===== config.mk =====
export PLATFORM = sky130hd
export DESIGN_NAME = ect_switch_sequencer
export DESIGN_NICKNAME = d
export VERILOG_FILES = /design/src/rtl/ect_sw_pkg.sv /design/src/rtl/ect_pair_pattern.sv /design/src/rtl/ect_switch_sequencer.sv
export SDC_FILE = /design/constraint.sdc
export NUM_CORES = 1
export LEC_CHECK = 0
export BUFFER_PORTS_ARGS = -buffer_cell sky130_fd_sc_hd__buf_2
export CELL_PAD_IN_SITES_DETAIL_PLACEMENT = 0
export CELL_PAD_IN_SITES_GLOBAL_PLACEMENT = 1
export CORE_ASPECT_RATIO = 1.2
export CORE_MARGIN = 2
export CORE_UTILIZATION = 41
export CTS_CLUSTER_SIZE = 8
export DETAILED_ROUTE_END_ITERATION = 16
export GPL_TIMING_DRIVEN = 0
export PLACE_DENSITY = 0.79
export RECOVER_POWER = 100
export SYNTH_ARGS = -nofsm -noshare
export SYNTH_HDL_FRONTEND = slang
export SYNTH_HIERARCHICAL = 1
export SYNTH_SLANG_ARGS = --single-unit

===== constraint.sdc =====
create_clock -name Clk -period 3.3 [get_ports Clk]
set_input_delay 0.33 -clock Clk [delete_from_list [all_inputs] [get_ports Clk]]
set_output_delay 0.33 -clock Clk [all_outputs]
set_load 0.02 [all_outputs]

===== src/rtl/ect_sw_pkg.sv =====
// Shared encodings for the ECT electrode-switch sequencer: electrode codes,
// scan modes, FSM states and the pair-count helper.
package ect_sw_pkg;

  localparam logic [1:0] EL_EXC  = 2'b11;
  localparam logic [1:0] EL_MEAS = 2'b00;
  localparam logic [1:0] EL_GND  = 2'b10;

  typedef enum logic [1:0] {
    MODE_SINGLE     = 2'b00,
    MODE_TWIN       = 2'b01,
    MODE_FIX_SINGLE = 2'b10,
    MODE_FIX_TWIN   = 2'b11
  } mode_e;

  typedef enum logic [1:0] {
    ST_IDLE,
    ST_SETTLE,
    ST_MEAS,
    ST_DONE
  } state_e;

  // Number of unordered electrode pairs among l electrodes.
  function automatic logic [7:0] meas_count(input logic [7:0] l);
    logic [15:0] p;
    p = {8'd0, l} * {8'd0, l - 8'd1};
    return 8'(p >> 1);
  endfunction

endpackage


===== src/rtl/ect_pair_pattern.sv =====
// Combinational encoder: excitation/detection pair (and optional twin copy
// offset by half the ring) to the per-electrode switch word.
module ect_pair_pattern
  import ect_sw_pkg::*;
#(
  parameter int N_ELEC = 12
) (
  input  logic [7:0]          i_i,
  input  logic [7:0]          j_i,
  input  logic                twin_i,
  output logic [2*N_ELEC-1:0] sw_o
);

  localparam logic [7:0] HALF = 8'(N_ELEC / 2);

  always_comb begin
    sw_o = '0;
    for (int k = 0; k < N_ELEC; k++) begin
      sw_o[2*k +: 2] = EL_GND;
      if (8'(k) == i_i || (twin_i && 8'(k) == i_i + HALF))
        sw_o[2*k +: 2] = EL_EXC;
      if (8'(k) == j_i || (twin_i && 8'(k) == j_i + HALF))
        sw_o[2*k +: 2] = EL_MEAS;
    end
  end

endmodule


===== src/rtl/ect_switch_sequencer.sv =====
// Electrode-switch sequencer: walks every excitation/detection pair, settles,
// handshakes one demodulator measurement per pair, with abort and timeout.
module ect_switch_sequencer
  import ect_sw_pkg::*;
#(
  parameter int N_ELEC      = 12,
  parameter int SETTLE_CYC  = 16,
  parameter int TIMEOUT_CYC = 65535
) (
  input  logic                Clk,
  input  logic                Clr,
  input  logic                Start,
  input  logic [1:0]          Mode,
  input  logic                Abort,
  input  logic                MeasDone,
  output logic [2*N_ELEC-1:0] SwitchData,
  output logic                MeasReq,
  output logic [7:0]          MeasIdx,
  output logic [7:0]          MeasNum,
  output logic                Busy,
  output logic                Done,
  output logic                Error,
  output logic                Ch1En,
  output logic                Ch2En
);

  localparam logic [2*N_ELEC-1:0] GND_WORD = {N_ELEC{EL_GND}};
  // Settle of 0 or 1 both leave SETTLE after the entry cycle.
  localparam logic [15:0] SETTLE_LAST = (SETTLE_CYC > 1) ? 16'(SETTLE_CYC - 1) : 16'd0;
  localparam logic [15:0] TMO_LAST    = (TIMEOUT_CYC > 1) ? 16'(TIMEOUT_CYC - 1) : 16'd0;

  state_e              state_q;
  logic [7:0]          i_q, j_q, i_d, j_d, lim_q;
  logic                twin_q;
  logic [15:0]         cnt_q;
  logic [2*N_ELEC-1:0] sw_q, pat_word;
  logic [7:0]          idx_q, num_q, pat_i, pat_j;
  logic                req_q, busy_q, done_q, err_q, ch1_q, ch2_q, pat_twin;
  logic                tmo_hit;

  always_comb begin
    if (j_q == lim_q - 8'd1) begin
      i_d = i_q + 8'd1;
      j_d = i_q + 8'd2;
    end else begin
      i_d = i_q;
      j_d = j_q + 8'd1;
    end
    // In IDLE the encoder previews the first pair so it can load on Start.
    if (state_q == ST_IDLE) begin
      pat_i    = 8'd0;
      pat_j    = 8'd1;
      pat_twin = Mode[0];
    end else begin
      pat_i    = i_d;
      pat_j    = j_d;
      pat_twin = twin_q;
    end
  end

  assign tmo_hit = (state_q == ST_MEAS) && !MeasDone && (cnt_q == TMO_LAST);

  ect_pair_pattern #(.N_ELEC(N_ELEC)) u_pattern (
    .i_i    (pat_i),
    .j_i    (pat_j),
    .twin_i (pat_twin),
    .sw_o   (pat_word)
  );

  always_ff @(posedge Clk or posedge Clr) begin
    if (Clr) begin
      state_q <= ST_IDLE;
      i_q     <= 8'd0;
      j_q     <= 8'd1;
      lim_q   <= 8'(N_ELEC);
      twin_q  <= 1'b0;
      cnt_q   <= 16'd0;
      sw_q    <= GND_WORD;
      idx_q   <= 8'd0;
      num_q   <= 8'd0;
      req_q   <= 1'b0;
      busy_q  <= 1'b0;
      done_q  <= 1'b0;
      err_q   <= 1'b0;
      ch1_q   <= 1'b0;
      ch2_q   <= 1'b0;
    end else if (Abort || tmo_hit) begin
      state_q <= ST_IDLE;
      sw_q    <= GND_WORD;
      req_q   <= 1'b0;
      busy_q  <= 1'b0;
      done_q  <= 1'b0;
      cnt_q   <= 16'd0;
      err_q   <= err_q | tmo_hit;
    end else begin
      case (state_q)
        ST_IDLE: begin
          done_q <= 1'b0;
          if (Start) begin
            state_q <= ST_SETTLE;
            i_q     <= 8'd0;
            j_q     <= 8'd1;
            lim_q   <= Mode[0] ? 8'(N_ELEC / 2) : 8'(N_ELEC);
            twin_q  <= Mode[0];
            num_q   <= Mode[1] ? 8'd1 : meas_count(Mode[0] ? 8'(N_ELEC / 2) : 8'(N_ELEC));
            ch1_q   <= 1'b1;
            ch2_q   <= Mode[0];
            sw_q    <= pat_word;
            idx_q   <= 8'd0;
            busy_q  <= 1'b1;
            err_q   <= 1'b0;
            cnt_q   <= 16'd0;
          end
        end
        ST_SETTLE: begin
          if (cnt_q == SETTLE_LAST) begin
            state_q <= ST_MEAS;
            req_q   <= 1'b1;
            cnt_q   <= 16'd0;
          end else begin
            cnt_q <= cnt_q + 16'd1;
          end
        end
        ST_MEAS: begin
          if (MeasDone) begin
            req_q <= 1'b0;
            cnt_q <= 16'd0;
            if (idx_q == num_q - 8'd1) begin
              state_q <= ST_DONE;
              done_q  <= 1'b1;
              busy_q  <= 1'b0;
              sw_q    <= GND_WORD;
            end else begin
              state_q <= ST_SETTLE;
              i_q     <= i_d;
              j_q     <= j_d;
              idx_q   <= idx_q + 8'd1;
              sw_q    <= pat_word;
            end
          end else begin
            cnt_q <= cnt_q + 16'd1;
          end
        end
        default: begin
          state_q <= ST_IDLE;
          done_q  <= 1'b0;
        end
      endcase
    end
  end

  assign SwitchData = sw_q;
  assign MeasReq    = req_q;
  assign MeasIdx    = idx_q;
  assign MeasNum    = num_q;
  assign Busy       = busy_q;
  assign Done       = done_q;
  assign Error      = err_q;
  assign Ch1En      = ch1_q;
  assign Ch2En      = ch2_q;

endmodule

==> results.md <==
* Outcome: finished, violations left
* Failing checks: setup timing
* Worst vdd ir at 0.450 mV
* Synthesized flop and latch total at slightly below 80
* Fmax at 286 MHz
* Synth Cell Area at 5040 um^2
* Met2 Track Usage GR at 38.0%
* WP data required at 3.53 ns
* Unrepaired setup endpoints after global routing: yes
* Clk sinks at 77
* Primary flip-flop cell chosen by synthesis mapping: dfrtp_1
* RePlAce Congestion at around 0.93
* Antenna diode count at 0
* Gr usage total at a little over a fifth
* Row count at 44
* Post-route DRC at 0
* Final hold slack at 0.189 ns
* Setup-failing EPs final at 18
* Nets at 693
* Port buffer count at 49
* Largest net degree at the start of global routing at 59
* Final WS setup at -0.200 ns
* Total CTS buffers at 9
* Synth cell types at between 70 and 80
* Layout cells sized above 1 at between 20 and 30%
* H-tree depth at 3
* CTS Root Cell: clkbuf_16
* Final worst-path cycle share at 106%
* R2R Path Start: j_q[0]$_DFFE_PP1P_
* Setup TNS Final at -1.79 ns
* CP Launch Type: flip-flop
* Syn Inst Count at 577
* Clock Latency Late Sink at 0.34 ns
* Initial antenna violation count at 0
* Worst path bufs/invs at 3
* Pwr dens at roughly 800 nW/um^2
* Dpl hpwl at 9.73 mm
* M3 GR Usage at 2.97%
* Horiz. Die Dim at 105 um
* Cell area after placement at around 5600 um^2
* Total grt overflow at 0
* Reg2Reg Depth at 15
* Leak at 2.59 nW
* Number of flops mapped to enable cells by yosys at 0
* Min-delay src: Mode[1]
* Sequential area share after synthesis at 38.6%
* Initial Util at about two fifths
* CTS tree: built
* Final hold violation count at 0
* Vias at 4775
* Max_cap viols at 0
* Max clock buf depth at 2
* CP Capture Type: flip-flop
* Design area at 6620 um^2
* Area delta synth->final at 31.4%
* DRT antenna net count at 0
* Drt pass-1 iters at 5
* Most common cell on crit path: buf_4
* R2r endpoint: SwitchData[14]$_DFFE_PP0P_
* Pre-CTS setup slack at -0.747 ns
* CP arrival at between 3 and 4 ns
* Asr flop ratio synth at 100%
* First-pass GRT wire length at around 23 mm
* Max-slew violations at 0
* CP max stage cell: dfstp_2
* GR Util met1 at 28.2%
* Final period demand of the worst path at between 3 and 4 ns
* WHS Path Cells at 2
* Vias in the first global route at 4729
* HP Class: primary input to flip-flop
* Hold Path Sink: MeasNum[1]$_DFFE_PP0P_
* Fin cells at around 840
* Ports at 53
* Syn_area_per_cell at between 8 and 9 um^2
* CP delay by family, top: simple AND/OR/NAND/NOR gates
* Die ar. at 13200 um^2
* Worst clock skew at 0.00877 ns
* DR WL/cell at approximately 17 um
* 1st-iter DRT viols at between 200 and 300
* Crit path max fanout at 6
* CP Class: flip-flop to flip-flop
* Vias per inst at 5.69
* Layout Utilization at 54.9%
* Relative max-transition margin at 1.27%
* Ys Warns at 6
* Slowest cell delay on critical path at 0.54 ns
* Routed WL at 14.6 mm
* R2R setup slack at -0.20 ns
* Clock transition at the registers of the reported paths at 0.06 ns
* Placed cells at 790
* Core Box Area at 12100 um^2
* GRT busiest layer: met2
* Overall Power at 5.32 mW
* Slew @ Worst Pin at 1.48 ns
* Crit-path cells: nand2b_1 -> or4_4 -> nor3_4 -> buf_6 -> buf_4 -> nand4_1 -> xor2_1 -> nor2_2 -> nor2_1 -> mux2i_1 -> a21oi_4 -> buf_4 -> a31o_2 -> and4b_1 -> a22o_1
* Die Height at 125 um
==> cell usage after synthesis, drive strengths merged (3+ instances only) <==
cell     number  area share [%]
xnor2        19             3.3
a21oi        45             4.5
a31o          3            0.52
nor2         62             4.7
a31oi         8            0.99
dfstp        14             7.3
nand2        52             3.9
inv          27             2.0
buf          19             2.5
and3         15             1.9
nor3b         4            0.60
o21ai        31             3.2
a211oi        6            0.89
nor3         12             1.5
o22a         12             2.1
mux2          3            0.67
nor4         14             2.0
clkbuf       11             1.2
xor2         18             3.1
nor2b         6            0.74
a22o         14             2.4
or3           6            0.94
nand2b        7            0.87
nand3        24             2.4
a2111oi       4            0.69
nand4b        3            0.52
nand3b        7             1.0
or2           4            0.50
dfrtp        63              31
mux2i         7             1.4
ha           13             3.2
nand4         9             1.1
==> layout by cell type, fill, tap and decap left out, types with 9 or more instances in the layout <==
master and count:
a21oi_1 35, a22o_1 14, and3_1 14, buf_2 11, buf_4 32, clkbuf_1 55, clkbuf_16 9, dfrtp_1 61
dfstp_2 14, ha_1 11, inv_1 23, nand2_1 50, nand3_1 24, nand4_1 9, nor2_1 45, nor2_2 10
o21ai_0 24, o22a_1 12, xnor2_1 16, xor2_1 17
==> routing by layer <==
| layer | vias up | routed length, um |
|---|---|---|
| li1 | 2282 | - |
| met1 | 2375 | 6390 |
| met2 | 94 | 7400 |
| met3 | 24 | 481 |
| met4 | 0 | 282 |
| met5 | - | 0 |
==> where the power goes <==
part,switching (mW),internal (mW)
Combinational,1.84,1.11
Sequential,0.120,1.10
Clock,0.393,0.759
Total,2.35,2.97
==> state kept, by name, summed over array words and instances (netlist names) <==
| register | flops |
|---|---|
| Busy | 1 |
| Ch1En | 1 |
| Done | 1 |
| Error | 1 |
| MeasIdx | 8 |
| MeasNum | 4 |
| MeasReq | 1 |
| SwitchData | 24 |
| cnt_q | 16 |
| i_q | 8 |
| j_q | 8 |
| lim_q | 2 |
| state_q | 2 |
==> kinds of logic (layout without fill, tap and decap cells) <==
family,after synthesis,in the layout,share of synthesized area [%]
mux,10,10,2.06
buf+inv,57,156,5.78
fa+ha+maj,13,13,3.23
xor+xnor,37,37,6.43
simple gates,235,235,24.4
other cells,1,3,0.0744
compound gates,147,147,19.5
flops,77,77,38.6
==> worst register-to-register path: cells and delay by family (launching register included) <==
family / cells / cell delay (ns)
simple gates: 7 / 1.43
compound gates: 3 / 0.53
buf+inv: 3 / 0.44
flops: 1 / 0.54
mux: 1 / 0.26
xor+xnor: 1 / 0.20
==> worst max path at each step <==
stage | to | start | slack [ns] | cells past startpoint
6_report | SwitchData[14]$_DFFE_PP0P_ | j_q[0]$_DFFE_PP1P_ | -0.20 | 15
5_1_grt | SwitchData[14]$_DFFE_PP0P_ | j_q[0]$_DFFE_PP1P_ | -0.29 | 15
4_1_cts | SwitchData[9]$_DFFE_PP1P_ | j_q[0]$_DFFE_PP1P_ | -0.15 | 13
3_5_place_dp | SwitchData[16]$_DFFE_PP0P_ | j_q[0]$_DFFE_PP1P_ | -0.75 | 13
3_3_place_gp | SwitchData[16]$_DFFE_PP0P_ | j_q[0]$_DFFE_PP1P_ | -0.75 | 13
2_1_floorplan | SwitchData[16]$_DFFE_PP0P_ | j_q[0]$_DFFE_PP1P_ | -0.01 | 13
==> final cells by class <==
class | count | area (um^2)
well taps | 161 | 201
plain buffers | 28 | 174
multi-input cells | 445 | 3350
repair buffers | 85 | 505
clock inverters | 4 | 95.1
clock buffers | 12 | 246
fillers | 1104 | 5430
flip-flops and latches | 77 | 1950
inverters | 27 | 103
==> repair_timing <==
item / in CTS / in global routing
buffers inserted: 19 / 15
pin swaps: 15 / 16
setup endpoints to repair: 24 / 24
resized for setup: 53 / 54
endpoints found under the hold margin: 9 / 0
cloned: 1 / 0
hold buffers: 1 / 0
Note: power is estimated with default switching activity, not from simulation.
